### src/rtl/gates4a_sweep_ctrl_pkg.sv
// Shared definitions for gates4a sweep controllers and benches:
// state encoding, datapath widths and y bit positions.
package gates4a_sweep_ctrl_pkg;

  localparam int unsigned A_W   = 4;
  localparam int unsigned Y_W   = 6;
  localparam int unsigned ERR_W = 5;

  // Bit positions of each reduction result within y
  localparam int unsigned Y_AND  = 0;
  localparam int unsigned Y_NAND = 1;
  localparam int unsigned Y_OR   = 2;
  localparam int unsigned Y_NOR  = 3;
  localparam int unsigned Y_XOR  = 4;
  localparam int unsigned Y_XNOR = 5;

  localparam logic [A_W-1:0] A_LAST = A_W'(15);

  typedef enum logic [1:0] {
    S_IDLE = 2'd0,
    S_RUN  = 2'd1,
    S_DONE = 2'd2
  } state_t;

endpackage

### src/rtl/gates4a_sweep_ctrl_if.sv
// Control/result bundle between a board-level controller (master) and the
// sweep controller (slave), including the gates4a stimulus/response pair.
interface gates4a_sweep_ctrl_if;
  import gates4a_sweep_ctrl_pkg::*;

  logic             start;
  logic             abort;
  logic [Y_W-1:0]   y_in;
  logic [A_W-1:0]   a_out;
  logic             busy;
  logic             done;
  logic             pass;
  logic [ERR_W-1:0] err_count;
  logic [A_W-1:0]   first_fail;
  logic             fail_valid;
  logic [Y_W-1:0]   fail_mask;

  modport master (
    output start, abort, y_in,
    input  a_out, busy, done, pass, err_count, first_fail, fail_valid, fail_mask
  );

  modport slave (
    input  start, abort, y_in,
    output a_out, busy, done, pass, err_count, first_fail, fail_valid, fail_mask
  );

endinterface

### src/rtl/gates4a_expect.sv
// Golden model of the gates4a datapath: the six 4-input reductions of a.
module gates4a_expect
  import gates4a_sweep_ctrl_pkg::*;
(
  input  logic [A_W-1:0] a,
  output logic [Y_W-1:0] y
);

  always_comb begin
    y         = '0;
    y[Y_AND]  = &a;
    y[Y_NAND] = ~&a;
    y[Y_OR]   = |a;
    y[Y_NOR]  = ~|a;
    y[Y_XOR]  = ^a;
    y[Y_XNOR] = ~^a;
  end

endmodule

### src/rtl/gates4a_sweep_ctrl.sv
// Exhaustive sweep sequencer for gates4a: steps a_out through 0..15, holding
// each vector HOLD_CYCLES cycles, and checks y_in against the golden model.
module gates4a_sweep_ctrl
  import gates4a_sweep_ctrl_pkg::*;
#(
  parameter int unsigned HOLD_CYCLES = 4,
  parameter int unsigned CNT_W       = 8
) (
  input  logic                clk,
  input  logic                clr,
  gates4a_sweep_ctrl_if.slave bus
);

  state_t           state_q, state_d;
  logic [A_W-1:0]   a_q, a_d;
  logic [CNT_W-1:0] cnt_q, cnt_d;
  logic [ERR_W-1:0] err_q, err_d;
  logic [A_W-1:0]   first_q, first_d;
  logic             fvalid_q, fvalid_d;
  logic [Y_W-1:0]   mask_q, mask_d;
  logic             busy_q, busy_d;
  logic             done_q, done_d;
  logic             pass_q, pass_d;

  logic [Y_W-1:0]   exp_y;
  logic [Y_W-1:0]   diff;
  logic             hold_end;

  gates4a_expect u_expect (
    .a (a_q),
    .y (exp_y)
  );

  assign diff     = bus.y_in ^ exp_y;
  assign hold_end = (cnt_q == CNT_W'(HOLD_CYCLES - 1));

  always_ff @(posedge clk or posedge clr) begin
    if (clr) begin
      state_q  <= S_IDLE;
      a_q      <= '0;
      cnt_q    <= '0;
      err_q    <= '0;
      first_q  <= '0;
      fvalid_q <= 1'b0;
      mask_q   <= '0;
      busy_q   <= 1'b0;
      done_q   <= 1'b0;
      pass_q   <= 1'b0;
    end else begin
      state_q  <= state_d;
      a_q      <= a_d;
      cnt_q    <= cnt_d;
      err_q    <= err_d;
      first_q  <= first_d;
      fvalid_q <= fvalid_d;
      mask_q   <= mask_d;
      busy_q   <= busy_d;
      done_q   <= done_d;
      pass_q   <= pass_d;
    end
  end

  // Next-state, counters and result accumulation
  always_comb begin
    state_d  = state_q;
    a_d      = a_q;
    cnt_d    = cnt_q;
    err_d    = err_q;
    first_d  = first_q;
    fvalid_d = fvalid_q;
    mask_d   = mask_q;

    case (state_q)
      S_IDLE, S_DONE: begin
        if (bus.start) begin
          state_d  = S_RUN;
          a_d      = '0;
          cnt_d    = '0;
          err_d    = '0;
          first_d  = '0;
          fvalid_d = 1'b0;
          mask_d   = '0;
        end
      end
      S_RUN: begin
        if (bus.abort) begin
          // Partial results are kept for inspection after an abort
          state_d = S_IDLE;
          a_d     = '0;
          cnt_d   = '0;
        end else if (hold_end) begin
          if (|diff) begin
            err_d  = err_q + ERR_W'(1);
            mask_d = mask_q | diff;
            if (!fvalid_q) begin
              first_d  = a_q;
              fvalid_d = 1'b1;
            end
          end
          cnt_d = '0;
          if (a_q == A_LAST) begin
            state_d = S_DONE;
          end else begin
            a_d = a_q + A_W'(1);
          end
        end else begin
          cnt_d = cnt_q + CNT_W'(1);
        end
      end
      default: begin
        state_d = S_IDLE;
        a_d     = '0;
        cnt_d   = '0;
      end
    endcase

    busy_d = (state_d == S_RUN);
    done_d = (state_d == S_DONE);
    pass_d = done_d && (err_d == '0);
  end

  assign bus.a_out      = a_q;
  assign bus.busy       = busy_q;
  assign bus.done       = done_q;
  assign bus.pass       = pass_q;
  assign bus.err_count  = err_q;
  assign bus.first_fail = first_q;
  assign bus.fail_valid = fvalid_q;
  assign bus.fail_mask  = mask_q;

endmodule
### src/flat_wrapper.sv
// flat-port wrapper written by rule: the top's interface ports become plain ports
module gates4a_sweep_ctrl_flat import gates4a_sweep_ctrl_pkg::*;
#(
  parameter int unsigned HOLD_CYCLES = 4,
  parameter int unsigned CNT_W       = 8
)
  (clk, clr, bus_start, bus_abort, bus_y_in, bus_a_out, bus_busy, bus_done, bus_pass, bus_err_count, bus_first_fail, bus_fail_valid, bus_fail_mask);
  gates4a_sweep_ctrl_if bus_i ();
  input  logic clk;
  input  logic clr;
  input wire logic [$bits(bus_i.start)-1:0] bus_start;
  input wire logic [$bits(bus_i.abort)-1:0] bus_abort;
  input wire logic [$bits(bus_i.y_in)-1:0] bus_y_in;
  output wire logic [$bits(bus_i.a_out)-1:0] bus_a_out;
  output wire logic [$bits(bus_i.busy)-1:0] bus_busy;
  output wire logic [$bits(bus_i.done)-1:0] bus_done;
  output wire logic [$bits(bus_i.pass)-1:0] bus_pass;
  output wire logic [$bits(bus_i.err_count)-1:0] bus_err_count;
  output wire logic [$bits(bus_i.first_fail)-1:0] bus_first_fail;
  output wire logic [$bits(bus_i.fail_valid)-1:0] bus_fail_valid;
  output wire logic [$bits(bus_i.fail_mask)-1:0] bus_fail_mask;
  assign bus_i.start = bus_start;
  assign bus_i.abort = bus_abort;
  assign bus_i.y_in = bus_y_in;
  assign bus_a_out = bus_i.a_out;
  assign bus_busy = bus_i.busy;
  assign bus_done = bus_i.done;
  assign bus_pass = bus_i.pass;
  assign bus_err_count = bus_i.err_count;
  assign bus_first_fail = bus_i.first_fail;
  assign bus_fail_valid = bus_i.fail_valid;
  assign bus_fail_mask = bus_i.fail_mask;
  gates4a_sweep_ctrl #(.HOLD_CYCLES(HOLD_CYCLES), .CNT_W(CNT_W)) u_core (.clk(clk), .clr(clr), .bus(bus_i));
endmodule
### config.mk
export PLATFORM = sky130hd
export DESIGN_NAME = gates4a_sweep_ctrl_flat
export DESIGN_NICKNAME = d
export VERILOG_FILES = /design/src/rtl/gates4a_sweep_ctrl_pkg.sv /design/src/rtl/gates4a_sweep_ctrl_if.sv /design/src/rtl/gates4a_expect.sv /design/src/rtl/gates4a_sweep_ctrl.sv /design/src/flat_wrapper.sv
export SDC_FILE = /design/constraint.sdc
export NUM_CORES = 1
export LEC_CHECK = 0
export ABC_AREA = 1
export CORE_MARGIN = 2
export CORE_UTILIZATION = 35
export DETAILED_ROUTE_END_ITERATION = 8
export GPL_ROUTABILITY_DRIVEN = 0
export PLACE_DENSITY = 0.57
export RECOVER_POWER = 100
export SLEW_MARGIN = 0
export SYNTH_ARGS = -nofsm -noshare
export SYNTH_HDL_FRONTEND = slang
export SYNTH_HIERARCHICAL = 1
export SYNTH_SLANG_ARGS = --single-unit
### constraint.sdc
create_clock -name clk -period 2.3 [get_ports clk]
set_input_delay 0.345 -clock clk [delete_from_list [all_inputs] [get_ports clk]]
set_output_delay 0.345 -clock clk [all_outputs]
set_load 0.005 [all_outputs]
# Word-level counts from Yosys, hierarchy flattened
# Index checks and enable logic that the tools add are counted.
# totals
memories	0
latch_bits	0
reg_bits	33
elab_cells	77
ramBits	0
out_inout_bits	23
in_bits	10
rom_bits	0
# classes
eq_ne	13
n_div	0
bitwise_logic	2
n_mux	34
add_sub_neg	3
order_cmp	0
reduce_logical	15
n_mul	0
shift	0
# ops
operator	count
4-bit 2-to-1 mux	8
6-bit 2-to-1 mux	4
8-bit 2-to-1 mux	3
5-bit 2-to-1 mux	4
4-bit one-hot mux with 2 select lines	2
8-bit one-hot mux with 2 select lines	1
6-bit one-hot mux with 2 select lines	1
5-bit one-hot mux with 2 select lines	1
8-bit by 1-bit adder with 8-bit output (second input constant)	1
8-bit by 2-bit == test with 1-bit output (second input constant)	1
2-bit 2-to-1 mux	4
2-bit inequality test (second input constant)	3
6-bit OR	1
6-bit AND reduction	1
6-bit OR reduction	1
6-bit bitwise XOR	1
5-bit by 1-bit adder with 5-bit output (second input constant)	1
5-bit logical NOT	1
5-bit AND reduction	1
4-bit by 1-bit adder with 4-bit output (second input constant)	1
2-bit by 1-bit == test with 1-bit output (second input constant)	2
2-bit == test (second input constant)	2
4-bit == test (second input constant)	1
1-bit 2-to-1 mux	4
15 further kinds	17

# Depth between registers and ports, before layout
# Gate-level depths: netlist (run 1).
# logic_depth
depth_word	10
mapped_depth	16
depth_no_buf	16

# By module
# Netlist (run 1), hierarchy kept.
# modules_own_cells
module	instances	seq_area_each_um2	area_each_um2	cells_per_inst
gates4a_sweep_ctrl	1	825.8	1796.7	225
gates4a_expect	1	0.0	110.1	20

# Worst setup path after synthesis (run 1)
# OpenSTA, ideal clock, no wires.
# synth_path
path_kind	reg-to-reg
start	reg u_core.a_q[0], in the netlist u_core/bus.a_out[0]
end	reg u_core.pass_q, in the netlist u_core/bus.pass
required_ns	2.229
arrival_time_ns	1.848
synth_period_minus_slack_ns	1.919
slack_ns	0.381
n_path_buf	0
path_stages_with_launch	16
setup_ns	0.071
path_cell_list	dfrtp_1 > inv_1 > ha_1 > inv_1 > nand2_1 > nand2_1 > inv_1 > nand2_1 > nand2_1 > nor2_1 > nand3_1 > nand3_1 > o21ai_0 > o21ai_1 > nand2_1 > nor2_1
# synth_between
word_cells_on_any_way	20
cone_classes	2 x eq/ne; 8 x mux; 1 x bitwise; 9 x reduce/logical
# synth_lines
element	line_no	rtl
start: declaration	gates4a_sweep_ctrl.sv:15	logic [A_W-1:0] a_q, a_d;
start signal: assignment	gates4a_sweep_ctrl.sv:40	a_q <= '0;
start signal: assignment	gates4a_sweep_ctrl.sv:51	a_q <= a_d;
4-bit parity	gates4a_expect.sv:15	y[Y_XOR] = ^a;
named net u_core.exp_y[4]	gates4a_sweep_ctrl.sv:25	logic [Y_W-1:0] exp_y;
6-bit bitwise XOR	gates4a_sweep_ctrl.sv:34	assign diff = bus.y_in ^ exp_y;
6-bit OR reduction	gates4a_sweep_ctrl.sv:92	if (|diff) begin
5-bit 2-to-1 mux	gates4a_sweep_ctrl.sv:92	
5-bit 2-to-1 mux	gates4a_sweep_ctrl.sv:91	end else if (hold_end) begin
5-bit 2-to-1 mux	gates4a_sweep_ctrl.sv:86	if (bus.abort) begin
5-bit one-hot mux with 2 select lines	gates4a_sweep_ctrl.sv:73	case (state_q)
5-bit logical NOT	gates4a_sweep_ctrl.sv:119	pass_d = done_d && (err_d == '0);
1-bit logical AND	gates4a_sweep_ctrl.sv:119	
named net u_core.pass_d	gates4a_sweep_ctrl.sv:23	logic pass_q, pass_d;
end signal: assignment	gates4a_sweep_ctrl.sv:59	pass_q <= pass_d;
end: declaration	gates4a_sweep_ctrl.sv:23	
# The timed path passes the listed nets, and every way through them passes these cells.
# A chain may end at the register's enable or synchronous reset.

# Worst setup path in the final report (run 1)
# layout_path
start	reg u_core.state_q[0]
end	reg u_core.a_q[3], in the netlist u_core/bus.a_out[3]
# layout_between
elab_chain_cells	4
word_cells_on_any_way	9
cone_classes	5 x eq/ne; 1 x mux; 3 x reduce/logical
# layout_rtl
element	line_no	rtl
start: declaration	gates4a_sweep_ctrl.sv:14	state_t state_q, state_d;
start signal: assignment	gates4a_sweep_ctrl.sv:50	state_q <= state_d;
2-bit == test / 2-bit logical NOT (equally long branches)	gates4a_sweep_ctrl.sv:73	
2-bit OR reduction	gates4a_sweep_ctrl.sv:73	
2-bit inequality test (no line)	--	
3-bit AND reduction (no line)	--	
# Parallel ways exist; a longest one is shown, timed or not.

==> metrics.txt, run 1 <==
horizontal extent of the die 77.8 um; syn avg cell area 7.78 um2; fraction of layout cells with a size suffix above 1 0.153; via count of the first global-routing pass 1544; Total Routing Usage GR 0.145; number of warnings issued by yosys 6; detail-routed via count per cell 4.52; TritonCTS clock tree done; crit end category flip-flop; most common library cell in the layout ignoring fill and taps nand2_1; switching share of power 0.388; number of nets produced by synthesis 262; Cell Rows 26; fillcell total 501; clock transition at the registers of the reported paths 0.07 ns; switching pwr about 930 uW; residual DRC count 0; portion of the post-synthesis area used by sequential elements 0.433; Area Growth Syn to Fin 27.8%; detailed placer's ending HPWL 2.86 mm; netlist area before placement 1910 um2; number of DRC markers in iteration 0 49; clk sink count 33; global-route wire length before repair 6.90 mm; DR pass1 iterations 4; insertion delay to the later sink of the worst-skew pair 0.29 ns; power per cell area 982 nW/um2; Logic pwr share 0.428; final worst path period need slightly above 2 ns; Post-CTS Hold Buffers 0; data required time of the worst path 2.48 ns; area share of the largest cell type after synthesis 0.433; starting density of the core 0.369; endpoints failing setup 0; worst supply voltage drop on vdd 0.000525 V; die outline height 77.8 um; normalized max-slew margin 0.443; Distinct cells, synth 28; routed length per instance 10.8 um; final sum of negative setup slack 0 ns; maximum number of pins on one net before global-route repair 34; synthesized flop and latch total 33; Floorplan Core Area 5170 um2; max-slew violations 0; Port Buffers 32; Final Routed Wirelength 3.87 mm; vias after detailed routing 1617; Static Leak 1.22 nW; result of the run finished, final reports clean; slew at the pin closest to its max-slew limit approximately 0.83 ns; Nets approximately 300; Peak Freq 0.492 GHz; Post-DRT Antenna Nets 0; number of antenna violations at the first check in global routing 0; root buffer cell clkbuf_8; number of buffers between clock root and the deepest sink 2; remaining global-route overflow 0; total CTS buffers 5; critical path startpoint category flip-flop; path class of the lowest-slack min-delay path reg2reg; final worst clock skew approximately 0.010 ns; type of the worst setup path reg2reg; cell count after synthesis between 200 and 250; number of hold-slack violations in the final timing report 0; post-route total power 2.39 mW; Boundary Pins 33; clock share of power 0.240; largest area contributor in the synthesized netlist dfrtp_1; total internal power 1.46 mW; maximum fanout encountered on the critical timing path 16; leading cell types in the layout, fill and taps excluded nand2_1 (61), inv_1 (36), dfrtp_1 (32); Die Area 6050 um2; count of H-tree levels built during CTS 2; fraction of power consumed by sequential logic 0.332; maximum capacitance violations 0; final design utilization 0.471; antenna diode count 0; final period utilization 0.884; top post-synthesis cells by area dfrtp_1 (43%), nand2_1 (11%), inv_1 (6.7%); data arrival time of the critical path 2.21 ns
-- through the flow --
step | instances | setup WS (ns) | hold slack, ns | cell area [um2]
4_1_cts | 358 | 0.191 | 0.470 | 2450
5_1_grt | 358 | -0.00531 | 0.517 | 2440
3_5_place_dp | 350 | 0.213 | 0.482 | 2340
6_report | 358 | 0.267 | 0.489 | 2440
2_1_floorplan | 245 | 0.381 | 0.474 | 1910
3_3_place_gp | 350 | 0.249 | 0.475 | 2340
-- power by group through the flow --
stage	sequential [mW]	combinational [mW]	clock [mW]
floorplan	0.814	0.723	0
global placement	0.808	1.08	0
detailed placement	0.810	1.09	0
CTS	0.802	1.09	0.587
global route	0.814	1.17	0.610
finish	0.794	1.02	0.574
-- layer usage --
metal  up-vias  routed length, um  track usage
li1        854                  -            -
met2        26               1800        0.234
met1       733               1850        0.189
met5         -                  0            0
met3         4                178       0.0419
met4         0                 39       0.0375
-- layout make-up --
cell class              count  area [um2]  share of cell area
multi-input cells         165         882               0.362
flip-flops and latches     33         827               0.339
repair buffers             37         352               0.144
inverters                  45         171              0.0704
well taps                  70        87.6              0.0360
clock buffers               7        86.3              0.0354
clock inverters             1        30.0              0.0123
-- registers in the layout, summed over array words and instances (netlist names) --
name	count
u_core/bus.busy	1
u_core/bus.done	1
u_core/bus.err_count	5
u_core/bus.a_out	4
u_core/bus.first_fail	4
u_core/cnt_q	8
u_core/bus.pass	1
u_core/state_q	2
u_core/bus.fail_mask	6
u_core/bus.fail_valid	1
-- synth_stat cells (all sizes together) --
cell type  number
buf             1
nor2           33
clkinv          1
nor3            8
ha              7
o21a            1
nand2          65
o21ai          27
a21oi           5
clkbuf          1
nand3          10
a32o            1
dfrtp          33
nand4           6
inv            44
xor2            2
-- final timing paths --
check / startpoint / end / slack (ns) / cells after the start
worst min-delay path: u_core/bus.first_fail[1]$_DFFE_PP0P_ / u_core/bus.first_fail[1]$_DFFE_PP0P_ / 0.49 / 2
max in group asynchronous: clr / u_core/bus.a_out[2]$_DFFE_PP0P_ / 0.99 / 3
worst max register to register: u_core/state_q[0]$_DFF_PP0_ / u_core/bus.a_out[3]$_DFFE_PP0P_ / 0.27 / 10
min in group asynchronous: clr / u_core/bus.fail_mask[0]$_DFFE_PP0P_ / 0.74 / 3
worst max-delay path: u_core/state_q[0]$_DFF_PP0_ / u_core/bus.a_out[3]$_DFFE_PP0P_ / 0.27 / 10
worst min register to register: u_core/bus.first_fail[1]$_DFFE_PP0P_ / u_core/bus.first_fail[1]$_DFFE_PP0P_ / 0.49 / 2
-- worst max-delay path: stages (launching register included) --
cell     delay, ns
dfrtp_1       0.42
inv_1         0.12
nor2_8        0.24
inv_4         0.07
nor2_1        0.36
nand2_1       0.18
nand2_1       0.16
nor2_2        0.09
nand2_1       0.08
xor2_1        0.15
nor2_1        0.06
-- cells by family after synthesis --
group | after synthesis | share of synthesized area
and+or+nand+nor | 122 | 0.301
buffers and inverters | 47 | 0.0978
AOI/OAI and AO/OA | 34 | 0.113
DFF | 33 | 0.433
adders and majority gates | 7 | 0.0459
xor gates and xnor gates | 2 | 0.00919
-- what timing repair did --
action | in CTS | in global routing
resized for setup | 0 | 3
setup buffers | 0 | 0
endpoints found under the setup margin | 0 | 5
No activity file was read; power rests on OpenSTA's default activity.
==> inputs of run 2 (changes only) <==
- clock period: 2.3 -> 2.15 ns (I/O delays scaled with it)
==> run 2 against run 1 <==
  * Sequential share of layout area shrank 0.12 points
  * Largest power group unchanged
  * Combinational power grew 11%
  * Register-to-register slack lost 0.06 ns
  * Clock power shrank 18%
  * Non-clock buffer count grew 2
  * Sequential power up 6.5%
  * Design area up 0.21%
  * Utilization grew 0.097 points
==> metrics.txt, run 2 (same netlist as run 1, synthesis figures left out) <==
root buffer cell clkbuf_8; die outline height 77.8 um (unchanged); number of DRC markers in iteration 0 34 (-31%); antenna diode count 0 (unchanged); via count of the first global-routing pass 1607 (+4.1%); TritonCTS clock tree done; maximum number of pins on one net before global-route repair 34 (unchanged); Hold Path Origin u_core/bus.first_fail[2]$_DFFE_PP0P_; Port Buffers 32 (unchanged); final worst path period need 1.94 ns (-0.0892 ns); number of buffers between clock root and the deepest sink 2 (unchanged); Cell Rows 26 (unchanged); number of hold-slack violations in the final timing report 0 (unchanged); result of the run finished, final reports clean; residual DRC count 0 (unchanged); starting density of the core 0.369 (unchanged); count of H-tree levels built during CTS 2 (unchanged); final worst clock skew 0.00546 ns (-0.00481 ns); Post-DRT Antenna Nets 0 (unchanged); Static Leak 1.21 nW (-0.45%); Critical Path Most Common Cell nor2_1; clock transition at the registers of the reported paths 0.07 ns (about the same); fraction of layout cells with a size suffix above 1 0.145 (-0.00745); number of antenna violations at the first check in global routing 0 (unchanged); routed length per instance 11.2 um (+3.9%); Boundary Pins 33 (unchanged); detailed placer's ending HPWL 2.97 mm (+4.1%); critical path startpoint category flip-flop; leading cell types in the layout, fill and taps excluded nand2_1 (64), inv_1 (35), dfrtp_1 (33); reg-to-reg critical path endpoint u_core/bus.pass$_DFF_PP0_; endpoints failing setup 0 (unchanged); max-slew violations 0 (unchanged); count of cells along the worst register-to-register path 14 (+4); data required time of the worst path 2.37 ns (-0.11 ns); Hold Path End u_core/bus.first_fail[2]$_DFFE_PP0P_; dpl ws 0.101 ns (-0.112 ns); beginning of the critical path u_core/bus.a_out[1]$_DFFE_PP0P_; path class of the lowest-slack min-delay path reg2reg; data arrival time of the critical path 2.17 ns (-0.04 ns); DR pass1 iterations 4 (unchanged); Slowest Stage Delay on Critical Path 0.37 ns (-0.05 ns); Peak Freq 0.514 GHz (+4.6%); maximum fanout encountered on the critical timing path 7 (-9); vias after detailed routing 1627 (+0.62%); power per cell area 1000 nW/um2 (+2.0%); Post-CTS Hold Buffers 0 (unchanged); detail-routed via count per cell 4.53 (+0.34%); Final Routed Wirelength 4.03 mm (+4.2%); normalized max-slew margin 0.456 (+0.0127); Nets 306 (+0.66%); most common library cell in the layout ignoring fill and taps nand2_1; Final Worst Setup Slack 0.206 ns (-0.0608 ns); maximum capacitance violations 0 (unchanged); crit end category flip-flop; number of flip-flops in the largest register 8 (unchanged); horizontal extent of the die 77.8 um (unchanged); slew at the pin closest to its max-slew limit 0.816 ns (-0.0190 ns); worst hold path cell count 2 (unchanged); top register by number of flip-flops u_core/cnt_q; buffers inserted by post-CTS timing repair 0 (unchanged); smallest hold slack 0.487 ns (-0.00246 ns); worst reg2reg path startpoint u_core/bus.a_out[1]$_DFFE_PP0P_; total CTS buffers 5 (unchanged); insertion delay to the later sink of the worst-skew pair 0.28 ns (about the same); remaining global-route overflow 0 (unchanged); Resize count post-CTS 0 (unchanged); final period utilization 0.904 (+0.0202); Floorplan Core Area 5170 um2 (unchanged); Die Area 6050 um2 (unchanged); worst supply voltage drop on vdd 0.000472 V (-10%); number of buffer and inverter stages on the critical path 2 (unchanged); global-route wire length before repair 7.12 mm (+3.2%); worst-path cell chain inv_1, ha_4, inv_2, nand2_1, nand2_1, nor2_1, nor2_1, nor2_1, nand3_2, nand4_1, nor2_1, nor2_1, nand2_1, nor2_1; Area Growth Syn to Fin 28.0%; type of the worst setup path reg2reg; Levels on crit path 14 (+4); FF-to-FF setup slack 0.21 ns (-0.06 ns); clk sink count 33 (unchanged); CP top delay family simple AND/OR/NAND/NOR gates; Total Routing Usage GR 0.148 (+0.00324); Slowest-stage cell, CP dfrtp_1
==> run 2: changes by cell type in the layout (fill, tap and decap cells not counted), moves of 2 or more <==
cell,before,now
nand2_2,4,1
o21ai_0,13,15
nand2_1,61,64
nor2_2,7,5
o21ai_2,6,4
ha_4,0,2
ha_1,7,5
nor2_4,1,3
==> run 2: worst max path at each step <==
stage / slack, ns / end
after CTS: 0.09 / u_core/bus.pass$_DFF_PP0_
after floorplan: 0.23 / u_core/bus.pass$_DFF_PP0_
after global routing: -0.0007 / u_core/bus.pass$_DFF_PP0_
after global placement: 0.18 / u_core/bus.pass$_DFF_PP0_
final: 0.21 / u_core/bus.pass$_DFF_PP0_
after detailed placement: 0.10 / u_core/bus.pass$_DFF_PP0_
==> run 2: area by class of cell <==
| class | instances | area, um2 |
|---|---|---|
| well taps | 70 | 87.6 |
| fillers | 544 | 2730 |
| inverters | 45 | 171 |
| repair buffers | 39 | 363 |
| multi-input cells | 165 | 907 |
| clock buffers | 7 | 86.3 |
| flip-flops and latches | 33 | 826 |
==> run 2: where the power goes <==
group / switching [mW] / internal [mW] / leakage, nW / total, mW
combinational: 0.680 / 0.449 / 0.723 / 1.13
clock: 0.218 / 0.254 / 0.0443 / 0.471
sequential: 0.0927 / 0.753 / 0.444 / 0.846
==> run 2: tightest hold or removal path, stage by stage, from the launching register on <==
cell	delay (ns)
dfrtp_1	0.34
nand2_1	0.05
o21ai_1	0.06
==> run 2: layer usage <==
layer,vias up,global-route usage,part of all wire,wire length (um)
li1,862,-,-,-
met2,21,0.253,0.48,1960
met3,7,0.0302,0.032,129
met4,0,0.0589,0.014,55
met5,-,0,0,0
met1,737,0.181,0.47,1890
==> run 2: metrics by stage <==
stage / setup TNS, ns / utilization / total power, mW / cell area (um2) / cells
2_1_floorplan: 0 / - / 1.64 / 1910 / 245
3_3_place_gp: 0 / 0.455 / 2.03 / 2350 / 352
3_5_place_dp: 0 / 0.455 / 2.06 / 2350 / 352
4_1_cts: 0 / 0.471 / 2.54 / 2440 / 359
5_1_grt: -0.000688 / 0.472 / 2.66 / 2440 / 359
6_report: 0 / 0.472 / 2.45 / 2440 / 359
==> RTL change 1: new RTL, config.mk and constraints of run 2 <==
`CNT_W` is set to 8 in 2 places; all go to 9.
--- a/src/rtl/gates4a_sweep_ctrl.sv
+++ b/src/rtl/gates4a_sweep_ctrl.sv
@@ -4,7 +4,7 @@
   import gates4a_sweep_ctrl_pkg::*;
 #(
   parameter int unsigned HOLD_CYCLES = 4,
-  parameter int unsigned CNT_W       = 8
+  parameter int unsigned CNT_W       = 9
 ) (
   input  logic                clk,
   input  logic                clr,
--- a/src/flat_wrapper.sv
+++ b/src/flat_wrapper.sv
@@ -2,7 +2,7 @@
 module gates4a_sweep_ctrl_flat import gates4a_sweep_ctrl_pkg::*;
 #(
   parameter int unsigned HOLD_CYCLES = 4,
-  parameter int unsigned CNT_W       = 8
+  parameter int unsigned CNT_W       = 9
 )
   (clk, clr, bus_start, bus_abort, bus_y_in, bus_a_out, bus_busy, bus_done, bus_pass, bus_err_count, bus_first_fail, bus_fail_valid, bus_fail_mask);
   gates4a_sweep_ctrl_if bus_i ();
Check against the original RTL: same outputs for any inputs over 10 cycles, from zero or initial values; that may be too few to reach the edited logic, so the function may still have changed.
==> RTL change 1 against run 2 <==
- via count rose by 1.6%
- sequential cell count rose by 1
- sequential power grew 2%
- synthesized cell count up 0.82%
- cell count rose by 1.7%
- synthesized area grew 0.79%
- global-route usage fell by 0.21 points
- cell area is 2.5% higher
- clock power grew 4%
- wire length increased by 2.1%
- critical endpoint unchanged
- largest power group unchanged
- power is 2.2% higher
- clock skew rose by 3.1 ps
- worst setup slack worse by 2.9 ps
- worst hold slack got worse by 2.2 ps
==> RTL change 1: results (changes against run 2) <==
| Metric | Value |
|---|---|
| DR WL met2 | `1820 microns (was 1960 microns)` |
| DRT iter0 DRCs | `95 (was 34)` |
| Commonest cells in the netlist | `nand2_1 (54), inv_1 (43), nor2_1 (35) (was nand2_1 (58), inv_1 (34), dfrtp_1 (33))` |
| Metal3 WL | `159 microns (was 129 microns)` |
| Post-synthesis sequential area ratio | `0.443 (was 0.433)` |
| Crit path largest cell delay | `430 ps (was 370 ps)` |
| Share of cells above drive strength 1 | `0.142 (was 0.145)` |
| Final nets | `311 (was 306)` |
| Slew margin rel. | `0.444 (was 0.456)` |
| Largest net degree at the start of global routing | `35 (was 34)` |
| Cell Count, Final, Fillers Out | `365 (was 359)` |
| Worst slack at placement | `122 ps (was 101 ps)` |
| Synthesized flop and latch total | `34 (was 33)` |
| Area after DPL | `0.00237 sq mm (was 0.00235 sq mm)` |
| DIE WIDTH | `78.1 microns (was 77.8 microns)` |
| Buffering overhead | `0.162 (was 0.149)` |
| Number of global-route vias before repair | `1557 (was 1607)` |
| Clock-cell share of area | `0.0365 (was 0.0354)` |
| First-pass GRT wire length | `7010 microns (was 7120 microns)` |
| Mapped Nets | `264 (was 262)` |
| Multi-input gate share of the layout cell area | `0.355 (was 0.372)` |
| Leakage | `1.25 nW (was 1.21 nW)` |
| Count of multi-input gates | `162 (was 165)` |
| Number of instances in the placed design | `355 (was 352)` |
| FF+latch area | `851 sq um (was 826 sq um)` |
| Final instance area | `0.00250 sq mm (was 0.00244 sq mm)` |
| Status | `complete, no violations (unchanged)` |
| Netlist cell types | `29 (was 28)` |
| Critical path peak fanout | `8 (was 7)` |
| VDD IR-drop max | `0.495 mV (was 0.472 mV)` |
| Layout Skew | `8.58 ps (was 5.46 ps)` |
| Non-clk bufs | `43 (was 39)` |
| Largest register FFs | `9 (was 8)` |
| Met1 WL | `2080 microns (was 1890 microns)` |
| Via count | `1653 (was 1627)` |
==> RTL change 1: cells by family after synthesis <==
group / share of synthesized area
AOI/OAI and AO/OA: 0.0833
xor gates and xnor gates: 0.0182
adders and majority gates: 0.0456
buffers and inverters: 0.109
DFF: 0.443
and+or+nand+nor: 0.301
==> RTL change 1: repair_timing <==
item,CTS,global route
resized for setup,0,9
setup buffers,0,2
endpoints found under the setup margin,0,5
==> RTL change 1: worst max-delay path: cells and delay by family, from the launching register on <==
family / cells / cell delay, ps
AND/OR/NAND/NOR: 11 / 900
flip-flops: 1 / 430
adder cells (fa/ha/maj): 1 / 270
buffers and inverters: 3 / 260
==> RTL change 1: path summary, 6_finish.rpt <==
kind,slack (ps),endpoint,cells past startpoint,from
worst max-delay path,200,u_core/bus.pass$_DFF_PP0_,15,u_core/bus.a_out[1]$_DFFE_PP0P_
worst min-delay path,480,u_core/cnt_q[8]$_DFFE_PP0P_,1,u_core/cnt_q[8]$_DFFE_PP0P_
worst max register to register,200,u_core/bus.pass$_DFF_PP0_,15,u_core/bus.a_out[1]$_DFFE_PP0P_
worst min register to register,480,u_core/cnt_q[8]$_DFFE_PP0P_,1,u_core/cnt_q[8]$_DFFE_PP0P_
max in group asynchronous,900,u_core/bus.err_count[2]$_DFF_PP0_,3,clr
min in group asynchronous,720,u_core/bus.done$_DFF_PP0_,3,clr
==> RTL change 1: routing by layer <==
layer | vias to the layer above | global-route usage
met4 | 0 | 0.0421
met2 | 25 | 0.221
li1 | 870 | -
met5 | - | 0
met3 | 6 | 0.0483
met1 | 752 | 0.199
==> RTL change 1: power by group <==
group | switching, mW | internal, mW
logic | 0.668 | 0.481
registers | 0.0932 | 0.768
clock network | 0.232 | 0.258
==> RTL change 2: new RTL, config.mk and constraints of run 2 <==
Made on the original files. Take the reset off `a_q` and load it in a clocked block of its own.
--- a/src/rtl/gates4a_sweep_ctrl.sv
+++ b/src/rtl/gates4a_sweep_ctrl.sv
@@ -37,7 +37,6 @@
   always_ff @(posedge clk or posedge clr) begin
     if (clr) begin
       state_q  <= S_IDLE;
-      a_q      <= '0;
       cnt_q    <= '0;
       err_q    <= '0;
       first_q  <= '0;
@@ -48,7 +47,6 @@
       pass_q   <= 1'b0;
     end else begin
       state_q  <= state_d;
-      a_q      <= a_d;
       cnt_q    <= cnt_d;
       err_q    <= err_d;
       first_q  <= first_d;
@@ -58,6 +56,10 @@
       done_q   <= done_d;
       pass_q   <= pass_d;
     end
+  end
+
+  always_ff @(posedge clk) begin
+    a_q <= a_d;
   end
 
   // Next-state, counters and result accumulation
Check against the original RTL: not equivalent (Yosys sat finds a counterexample within 10 cycles, from zero or initial values; the reset may be asserted at any time).
==> RTL change 2 against run 2 <==
- sequential share of layout area shrank 0.46 points
- cell area is 3.8% higher
- sequential cell count is the same
- count of clock-buffer cells in the layout decreased by 1
- combinational power is 12% higher
- worst setup slack lost 40 ps
- global-route usage rose by 0.31 points
- wire length grew 5.6%
- clock power is 20% higher
- power is 13% higher
- synthesized cell count down 2.9%
- synthesized area is 2.0% lower
- critical endpoint unchanged
==> RTL change 2: results (changes against run 2) <==
| Metric | Value |
|---|---|
| Worst slew pin tran | `736 ps (was 816 ps)` |
| Number of synthesized flops with an enable pin | `4 (was 0)` |
| Post-Synth Adder-Cell Area | `0.0469 (was 0.0459)` |
| Grt total ovfl | `0 (unchanged)` |
| Share of cells above drive strength 1 | `0.170 (was 0.145)` |
| Mapped Nets | `255 (was 262)` |
| Number of instances in the placed design | `345 (was 352)` |
| Hold Crit Depth | `2 (unchanged)` |
| Crit path largest cell delay | `390 ps (was 370 ps)` |
| Layout fillers | `553 (was 544)` |
| R2r setup slk | `170 ps (was 210 ps)` |
| Critical path peak fanout | `5 (was 7)` |
| Post-synthesis sequential area ratio | `0.452 (was 0.433)` |
| Netlist cell types | `26 (was 28)` |
| Hold Path Sink | `u_core/bus.first_fail[1]$_DFFE_PP0P_ (was u_core/bus.first_fail[2]$_DFFE_PP0P_)` |
| Hold path startpoint | `u_core/bus.first_fail[1]$_DFFE_PP0P_ (was u_core/bus.first_fail[2]$_DFFE_PP0P_)` |
| R2r worst-path depth | `12 (was 14)` |
| Crit-path slowest cell | `edfxtp_1 (was dfrtp_1)` |
| Layout Skew | `6.68 ps (was 5.46 ps)` |
| Maximum buffer depth of the clock tree | `2 (unchanged)` |
| Ys Warns | `6 (unchanged)` |
| Status | `complete, no violations (unchanged)` |
| Worst flop-to-flop path startpoint | `u_core/bus.a_out[3]$_SDFFCE_PP0P_ (was u_core/bus.a_out[1]$_DFFE_PP0P_)` |
| DP HPWL | `3040 microns (was 2970 microns)` |
| Number of global-route vias before repair | `1548 (was 1607)` |
| DRT iter0 DRCs | `81 (was 34)` |
| CP arrival | `2150 ps (was 2170 ps)` |
| Xor/xnor share of the synthesized area | `0.0141 (was 0.00919)` |
| Commonest cells in the netlist | `nand2_1 (57), inv_1 (34), dfrtp_1 (29) (was nand2_1 (58), inv_1 (34), dfrtp_1 (33))` |
| Final nets | `305 (was 306)` |
| Synth area leaders | `dfrtp_1 (39%), nand2_1 (11%), inv_1 (6.8%), edfxtp_1 (6.4%), ha_1 (4.7%) (was dfrtp_1 (43%), nand2_1 (11%), inv_1 (6.7%), nor2_1 (4.7%), ha_1 (4.6%))` |
| Routed WL | `4260 microns (was 4030 microns)` |
| First-pass GRT wire length | `7090 microns (was 7120 microns)` |
| DR vias/cell | `4.64 (was 4.53)` |
| Synth Instances | `238 (was 245)` |
| VDD IR-drop max | `0.445 mV (was 0.472 mV)` |
| Via count | `1664 (was 1627)` |
| Leakage | `1.22 nW (was 1.21 nW)` |
| CTS H-Tree Depth | `2 (unchanged)` |
| Post-synth ARST share | `0.879 (was 1.00)` |
| Largest net degree at the start of global routing | `30 (was 34)` |
| Total GRT Usage | `0.151 (was 0.148)` |
| Compound-gate portion of the synthesized area | `0.102 (was 0.113)` |
==> RTL change 2: area by class of cell <==
type | instances | area [sq um] | area share
clock buffer | 6 | 72.6 | 0.0286
clock inverter | 2 | 33.8 | 0.0133
inverter | 42 | 158 | 0.0622
multi-input combinational | 163 | 937 | 0.370
sequential | 33 | 846 | 0.334
tap | 70 | 87.6 | 0.0346
timing repair buffer | 43 | 400 | 0.158
==> RTL change 2: repair_timing <==
item | 4_1_cts | 5_1_grt
endpoints found under the hold margin | 0 | 0
buffers inserted | 0 | 4
endpoints found under the setup margin | 0 | 13
resized for setup | 0 | 16
==> RTL change 2: critical path, delay by kind of cell (launching register included) <==
family	cells	cell delay (ps)
buf+inv	2	130
simple gates	6	560
flops	1	390
fa+ha+maj	1	270
xor+xnor	1	170
compound gates	2	320
==> RTL change 2: cells by family (layout without fill, tap and decap cells) <==
group	Yosys count	after routing
and+or+nand+nor	115	117
buffers and inverters	44	93
AOI/OAI and AO/OA	36	36
DFF	33	33
adders and majority gates	7	7
xor gates and xnor gates	3	3
==> RTL change 2: how the worst max path moves through the flow <==
stage	start	end	slack (ps)	cells after the start
2_1_floorplan	u_core/bus.a_out[0]$_SDFFCE_PP0P_	u_core/bus.fail_mask[0]$_DFFE_PP0P_	200	16
3_3_place_gp	u_core/bus.a_out[0]$_SDFFCE_PP0P_	u_core/bus.fail_mask[1]$_DFFE_PP0P_	130	15
3_5_place_dp	u_core/bus.a_out[0]$_SDFFCE_PP0P_	u_core/bus.fail_mask[1]$_DFFE_PP0P_	80	15
4_1_cts	u_core/bus.a_out[0]$_SDFFCE_PP0P_	u_core/bus.fail_mask[1]$_DFFE_PP0P_	50	15
5_1_grt	u_core/bus.a_out[3]$_SDFFCE_PP0P_	u_core/bus.pass$_DFF_PP0_	-10	12
6_report	u_core/bus.a_out[3]$_SDFFCE_PP0P_	u_core/bus.pass$_DFF_PP0_	170	12
==> RTL change 2: per-stage QoR <==
stage / TNS (ps) / worst slack [ps] / hold slack, ps / cell area, sq um
after floorplan: 0 / 203 / 401 / 1870
after global placement: 0 / 130 / 478 / 2310
after detailed placement: 0 / 75.5 / 481 / 2310
after CTS: 0 / 51.3 / 429 / 2420
after global routing: -10.5 / -10.5 / 530 / 2530
final: 0 / 167 / 488 / 2530
==> RTL change 2: layer usage <==
| layer | track usage | routed length [microns] |
|---|---|---|
| met4 | 0.0571 | 61 |
| met1 | 0.195 | 2060 |
| met5 | 0 | 0 |
| met2 | 0.246 | 1960 |
| met3 | 0.0365 | 176 |
==> RTL change 2: where the power goes <==
group,leakage [nW],internal [mW],total [mW],switching [mW]
combinational,0.740,0.567,1.27,0.707
sequential,0.429,0.798,0.927,0.129
clock,0.0528,0.342,0.564,0.222
